===== config.mk =====
export PLATFORM = sky130hd
export DESIGN_NAME = control_sequencer
export DESIGN_NICKNAME = d
export VERILOG_FILES = /design/src/rtl/control_sequencer.sv
export SDC_FILE = /design/constraint.sdc
export NUM_CORES = 1
export LEC_CHECK = 0
export BUFFER_PORTS_ARGS = -buffer_cell sky130_fd_sc_hd__buf_2
export CORE_MARGIN = 3
export CORE_UTILIZATION = 40
export CTS_CLUSTER_DIAMETER = 30
export CTS_CLUSTER_SIZE = 8
export DETAILED_ROUTE_END_ITERATION = 7
export PLACE_DENSITY = 0.7
export SETUP_SLACK_MARGIN = 0.3
export SYNTH_ARGS = -nofsm -noshare
export SYNTH_HDL_FRONTEND = slang
export SYNTH_SLANG_ARGS = --single-unit

===== constraint.sdc =====
create_clock -name clk -period 2.9 [get_ports clk]
set_input_delay 0.87 -clock clk [delete_from_list [all_inputs] [get_ports clk]]
set_output_delay 0.87 -clock clk [all_outputs]
set_load 0.05 [all_outputs]

===== src/rtl/control_sequencer.sv =====
// Microcode control sequencer for the 8-bit computer: T-state counter, opcode/flag
// decode into the 16-bit control word, and free-run / single-step gating.
module control_sequencer (
   input  logic        clk,
   input  logic        reset,
   input  logic [3:0]  opcode,
   input  logic        carry_flag,
   input  logic        zero_flag,
   input  logic        run_mode,
   input  logic        step_req,
   output logic [15:0] ctrl,
   output logic [2:0]  t_state,
   output logic        halted,
   output logic        fetch
);

   typedef enum logic [2:0] {T0 = 3'd0, T1 = 3'd1, T2 = 3'd2, T3 = 3'd3, T4 = 3'd4} tstate_e;

   typedef enum logic [3:0] {
      OP_NOP = 4'h0, OP_LDA = 4'h1, OP_ADD = 4'h2, OP_SUB = 4'h3, OP_STA = 4'h4,
      OP_LDI = 4'h5, OP_JMP = 4'h6, OP_JC  = 4'h7, OP_JZ  = 4'h8,
      OP_OUT = 4'hE, OP_HLT = 4'hF
   } opcode_e;

   localparam logic [15:0] C_HLT = 16'h8000;
   localparam logic [15:0] C_MI  = 16'h4000;
   localparam logic [15:0] C_RI  = 16'h2000;
   localparam logic [15:0] C_RO  = 16'h1000;
   localparam logic [15:0] C_IO  = 16'h0800;
   localparam logic [15:0] C_II  = 16'h0400;
   localparam logic [15:0] C_AI  = 16'h0200;
   localparam logic [15:0] C_AO  = 16'h0100;
   localparam logic [15:0] C_EO  = 16'h0080;
   localparam logic [15:0] C_SU  = 16'h0040;
   localparam logic [15:0] C_BI  = 16'h0020;
   localparam logic [15:0] C_OI  = 16'h0010;
   localparam logic [15:0] C_CE  = 16'h0008;
   localparam logic [15:0] C_CO  = 16'h0004;
   localparam logic [15:0] C_J   = 16'h0002;
   localparam logic [15:0] C_FI  = 16'h0001;

   tstate_e     t_q, t_d;
   logic        halted_q, halted_d;
   logic        step_prev;
   logic        advance;
   logic        last;
   logic [15:0] uword;

   always_ff @(posedge clk) begin
      if (reset) begin
         t_q       <= T0;
         halted_q  <= 1'b0;
         step_prev <= 1'b1;
      end else begin
         t_q       <= t_d;
         halted_q  <= halted_d;
         step_prev <= step_req;
      end
   end

   assign advance = !halted_q && (run_mode || (step_req && !step_prev));

   // Microcode ROM; steps past an opcode's end (opcode changed live) decode as
   // an empty word that closes the instruction.
   always_comb begin
      uword = '0;
      last  = 1'b0;
      case (t_q)
         T0: uword = C_CO | C_MI;
         T1: begin
            uword = C_RO | C_II | C_CE;
            case (opcode)
               OP_LDA, OP_ADD, OP_SUB, OP_STA, OP_LDI,
               OP_JMP, OP_JC, OP_JZ, OP_OUT, OP_HLT: last = 1'b0;
               default: last = 1'b1;
            endcase
         end
         T2: begin
            last = 1'b1;
            case (opcode)
               OP_LDA, OP_ADD, OP_SUB, OP_STA: begin
                  uword = C_IO | C_MI;
                  last  = 1'b0;
               end
               OP_LDI:  uword = C_IO | C_AI;
               OP_JMP:  uword = C_IO | C_J;
               OP_JC:   uword = carry_flag ? (C_IO | C_J) : C_IO;
               OP_JZ:   uword = zero_flag  ? (C_IO | C_J) : C_IO;
               OP_OUT:  uword = C_AO | C_OI;
               OP_HLT:  uword = C_HLT;
               default: uword = '0;
            endcase
         end
         T3: begin
            last = 1'b1;
            case (opcode)
               OP_LDA: uword = C_RO | C_AI;
               OP_ADD, OP_SUB: begin
                  uword = C_RO | C_BI;
                  last  = 1'b0;
               end
               OP_STA:  uword = C_AO | C_RI;
               default: uword = '0;
            endcase
         end
         T4: begin
            last = 1'b1;
            case (opcode)
               OP_ADD:  uword = C_EO | C_AI | C_FI;
               OP_SUB:  uword = C_EO | C_AI | C_SU | C_FI;
               default: uword = '0;
            endcase
         end
         default: begin
            uword = '0;
            last  = 1'b1;
         end
      endcase
   end

   always_comb begin
      t_d      = t_q;
      halted_d = halted_q;
      if (advance) begin
         if (t_q == T2 && opcode == OP_HLT) begin
            halted_d = 1'b1;
            t_d      = T0;
         end else if (last) begin
            t_d = T0;
         end else begin
            t_d = tstate_e'(t_q + 3'd1);
         end
      end
   end

   assign ctrl    = advance ? uword : '0;
   assign t_state = t_q;
   assign halted  = halted_q;
   assign fetch   = (t_q == T0) && !halted_q;

endmodule


==> results of run 1 <==
[cell families after synthesis]
kind of cell               share of synthesized area [%]
muxes                                              3.593
and+or+nand+nor                                    37.13
buffers and inverters                              10.98
AOI/OAI and AO/OA                                  22.35
adders and majority gates                          9.980
DFF                                                15.97
[repair_timing]
item / in CTS
resized for setup: 53
pin swaps: 9
buffers inserted: 11
endpoints found under the setup margin: 13
[through the flow]
step           utilization, %  setup WS, ns
2_1_floorplan               -       0.06756
3_3_place_gp            65.34       0.05658
3_5_place_dp            65.34      0.004198
4_1_cts                 86.33        0.2432
==> run_results.csv, run 1 <==
group,metric,value,unit
outcome,toolErrorMsg,"[ERROR DPL-0033] detailed placement checks failed during check placement.",
clock_tree,ctsRootBufferMaster,"clkbuf_4",
logic_synthesis,synth_top_area_share,15.97,%
clock_tree,clock_sinks,5,
logic_synthesis,ys_ff_latch,5,
logic_synthesis,ys_seq_area_share,15.97,%
place,dp_cells,129,
logic_synthesis,synth_top_area_cell,"dfxtp_1",
logic_synthesis,synth_flop_cell,"dfxtp_1",
floorplan,start_util,45.34,%
logic_synthesis,yosys_warnings,0,
place,post_dp_cell_area,903.4,um^2
outcome,stop_stage,"global routing (5_1_grt)",
logic_synthesis,yosys.cell_types.count,35,
logic_synthesis,synth_commonest_cells,"nor2_1, nand2_1, nor3_1",
floorplan,design.portCount,31,
logic_synthesis,async_flop_share,0,%
clock_tree,clk_path_buf_depth,2,
sta,postGrtWorstEndpoint,"ctrl[14]",
clock_tree,cts_hold_buf,0,
logic_synthesis,synth.avg_cell_area,7.375,um^2
clock_tree,htree_levels,1,
grt,antenna_found_initial,0,
logic_synthesis,synth_edf_count,0,
place,io_buffers,30,
floorplan,die_y,45.59,um
grt,grt_max_degree,13,
place,gp_congestion,0.8426,
logic_synthesis,postSynthCellCount,85,
logic_synthesis,syn_nets,100,
logic_synthesis,synth_area,626.9,um^2
floorplan,rows,13,
place,hpwl,1405,um
clock_tree,cts_made_buffers,3,
outcome,outcome,"did not finish",
logic_synthesis,yosysMostFrequentCell,"nor2_1",
logic_synthesis,synth_area_leaders,"dfxtp_1, ha_1, nor2_1",
floorplan,die_w,45.59,um
sta,worstEpCategory,"top-level output",
==> run 2: changes to the inputs <==
==> config.mk (replaced) <==
export PLATFORM = sky130hd
export DESIGN_NAME = control_sequencer
export DESIGN_NICKNAME = d
export VERILOG_FILES = /design/src/rtl/control_sequencer.sv
export SDC_FILE = /design/constraint.sdc
export NUM_CORES = 1
export LEC_CHECK = 0
export BUFFER_PORTS_ARGS = -buffer_cell sky130_fd_sc_hd__buf_2
export CORE_AREA = 3 3 64 66
export DETAILED_ROUTE_END_ITERATION = 7
export DIE_AREA = 0 0 67 69
export PLACE_DENSITY_LB_ADDON = 0.15
export SYNTH_ARGS = -nofsm -noshare
export SYNTH_HDL_FRONTEND = slang
export SYNTH_SLANG_ARGS = --single-unit
==> run_results.csv, run 2 <==
group,metric,value,unit
pwr,switching_power,0.2409,mW
logic_synthesis,ys_ff_latch,5,
grt,use_met1,10.86,%
sta,rsz0062_at_grt,"false",
routing,wl_per_cell,11.21,um
floorplan,rows,22,
floorplan,die_y,69,um
critical_path,crit_chain,"buf_2 -> nor2_1 -> nand3_1 -> nand2b_1 -> a21oi_1 -> nor3_2 -> buf_4",
grt,grt_pass1_wl,3111,um
logic_synthesis,yosysMostFrequentCell,"nor2_1",
floorplan,dieArea,4623,um^2
logic_synthesis,synth_flop_cell,"dfxtp_1",
logic_synthesis,postSynthCellCount,85,
critical_path,crit_fanout,11,
logic_synthesis,synth_top_area_share,15.97,%
clock_tree,htree_levels,1,
routing,drt-total-wl,1872,um
cells_and_area,drive_gt1_share,47.90,%
pwr,p_total,0.5047,mW
sta,fin_tns_setup,0,ns
logic_synthesis,ys_seq_area_share,15.97,%
grt,grt_overflow,0,
sta,finalClockSkew,0.0009869,ns
pwr,p_leak,0.4302,nW
logic_synthesis,syn_nets,100,
pwr,p_comb_share,57.6,%
place,hpwl,1582,um
logic_synthesis,synth_area,626.9,um^2
critical_path,endpoint_kind,"output port",
flow_run,drv_cap,0,
clock_tree,post_cts_buffers,0,
grt,grt_max_degree,13,
logic_synthesis,yosys_warnings,0,
logic_synthesis,synth_area_leaders,"dfxtp_1, ha_1, nor2_1",
cells_and_area,multi_input_area,516.7,um^2
cells_and_area,area_growth,50.50,%
logic_synthesis,async_flop_share,0,%
grt,grt_pass1_vias,665,
clock_tree,clk_path_buf_depth,2,
place,dp_cells,163,
floorplan,design.portCount,31,
logic_synthesis,synth_top_area_cell,"dfxtp_1",
sta,fin_crit,2.791,ns
clock_tree,path_clk_slew,0.03,ns
sta,timing.final.crit_share,96.25,%
floorplan,die_w,67,um
clock_tree,cts_resized,0,
logic_synthesis,synth_edf_count,0,
pwr,intPower,0.2637,mW
clock_tree,clock_latency,0.22,ns
clock_tree,cts_tree,"yes",
routing,dr.pass1.iters,4,
grt,met3_usage,2.769,%
grt,grt-busiest-layer,"met2",
worst_hold_path,min_path_type,"reg2reg",
clock_tree,clock_sinks,5,
pwr,p_clk_share,25.5,%
routing,num_vias,705,
cells_and_area,largest_reg_flops,3,
sta,worst_slew_pin_slew,0.4809,ns
critical_path,crit_path_top_delay_cell,"buf_4",
critical_path,crit_arrival,1.92,ns
cells_and_area,fin_cells,167,
sta,maxSlewHeadroom,67.87,%
clock_tree,cts_made_buffers,3,
place,io_buffers,30,
cells_and_area,design_area,943.4,um^2
cells_and_area,nFillCells,418,
critical_path,path_class,"in2out",
place,gp_congestion,0.7074,
routing,route.detailed.drc,0,
sta,setup-violations-final,0,
critical_path,cpPeakStageDelay,0.22,ns
pwr,ir_worst_vdd,277.8,uV
sta,fmax,358.3,MHz
grt,antenna_found_initial,0,
floorplan,start_util,17.25,%
cells_and_area,fin_nets,135,
pwr,swShare,47.74,%
cells_and_area,seq_area,100.1,um^2
critical_path,cp-start-kind,"primary input",
place,post_dp_cell_area,877.1,um^2
critical_path,required,2.03,ns
sta,hold_viol,0,
pwr,power_density,534.9,nW/um^2
sta,drv_slew,0,
cells_and_area,final_cell_mix,"buf_2, nor2_1, nand2_1, buf_4",
routing,viasPerCell,4.222,
clock_tree,cts_hold_buf,0,
outcome,outcome,"finished clean",
grt,grt_usage,8.445,%
critical_path,critPathBufInv,2,
logic_synthesis,synth.avg_cell_area,7.375,um^2
pwr,seqPwrFrac,16.9,%
routing,detail-route-antenna-nets,0,
floorplan,core_area,3633,um^2
critical_path,crit_family,"simple AND/OR/NAND/NOR gates",
cells_and_area,final_common_cell,"buf_2",
routing,drt_iter0_drc,12,
logic_synthesis,synth_commonest_cells,"nor2_1, nand2_1, nor3_1",
clock_tree,ctsRootBufferMaster,"clkbuf_8",
grt,use_met2,13.43,%
cells_and_area,antennaDiodeCount,0,
logic_synthesis,yosys.cell_types.count,35,
==> run 2: layout make-up <==
class	count	area share [%]
Tap cell	48	6.366
Multi-Input combinational cell	69	54.77
Clock buffer	4	4.775
Timing Repair Buffer	36	21.49
Sequential cell	5	10.61
Inverter	5	1.989
==> run 2: logic make-up (layout without fill, tap and decap cells) <==
| group | Yosys count | count (layout) | share of synthesized area [%] |
|---|---|---|---|
| and+or+nand+nor | 44 | 44 | 37.13 |
| buffers and inverters | 11 | 45 | 10.98 |
| adders and majority gates | 5 | 5 | 9.980 |
| DFF | 5 | 5 | 15.97 |
| muxes | 2 | 2 | 3.593 |
| AOI/OAI and AO/OA | 18 | 18 | 22.35 |
==> run 2: stage by stage <==
stage | utilization, % | hold WS [ns] | setup slack (ns)
final | 25.96 | 0.5304 | 0.1087
after global routing | 25.96 | 0.5959 | 0.0009692
after CTS | 25.38 | 0.5332 | 0.05812
after detailed placement | 24.14 | 0.5208 | 0.06181
after global placement | 24.14 | 0.5192 | 0.03830
after floorplan | - | 0.7322 | -0.08840
==> run 2: worst paths after layout <==
path	from	endpoint	slack, ns	cells after the start
worst max-delay path	opcode[1]	ctrl[14]	0.11	7
worst min-delay path	halted	halted	0.53	2
worst max register to register	t_state[0]	t_state[0]	0.97	8
worst min register to register	halted	halted	0.53	2
==> run 2: power groups by stage <==
| stage | Combinational (mW) | Sequential, mW | Clock [mW] |
|---|---|---|---|
| 5_1_grt | 0.309 | 0.0873 | 0.139 |
| 2_1_floorplan | 0.194 | 0.107 | 0 |
| 3_5_place_dp | 0.279 | 0.0864 | 0 |
| 4_1_cts | 0.280 | 0.0855 | 0.133 |
| 6_report | 0.291 | 0.0854 | 0.129 |
| 3_3_place_gp | 0.282 | 0.0862 | 0 |
==> run 2: per-layer routing <==
metal | wire (um) | up-vias
li1 | - | 363
met1 | 809 | 319
met2 | 912 | 21
met3 | 142 | 2
met4 | 7 | 0
met5 | 0 | -
==> run 2: worst reg2reg max path: cells and delay by family (launching register included) <==
kind	cells	cell delay, ns
AO/OA/AOI/OAI	2	0.65
flip-flops	1	0.40
adder cells (fa/ha/maj)	1	0.24
buffers and inverters	2	0.23
AND/OR/NAND/NOR	2	0.21
multiplexers	1	0.16
Power figures use the tool's default switching activity.
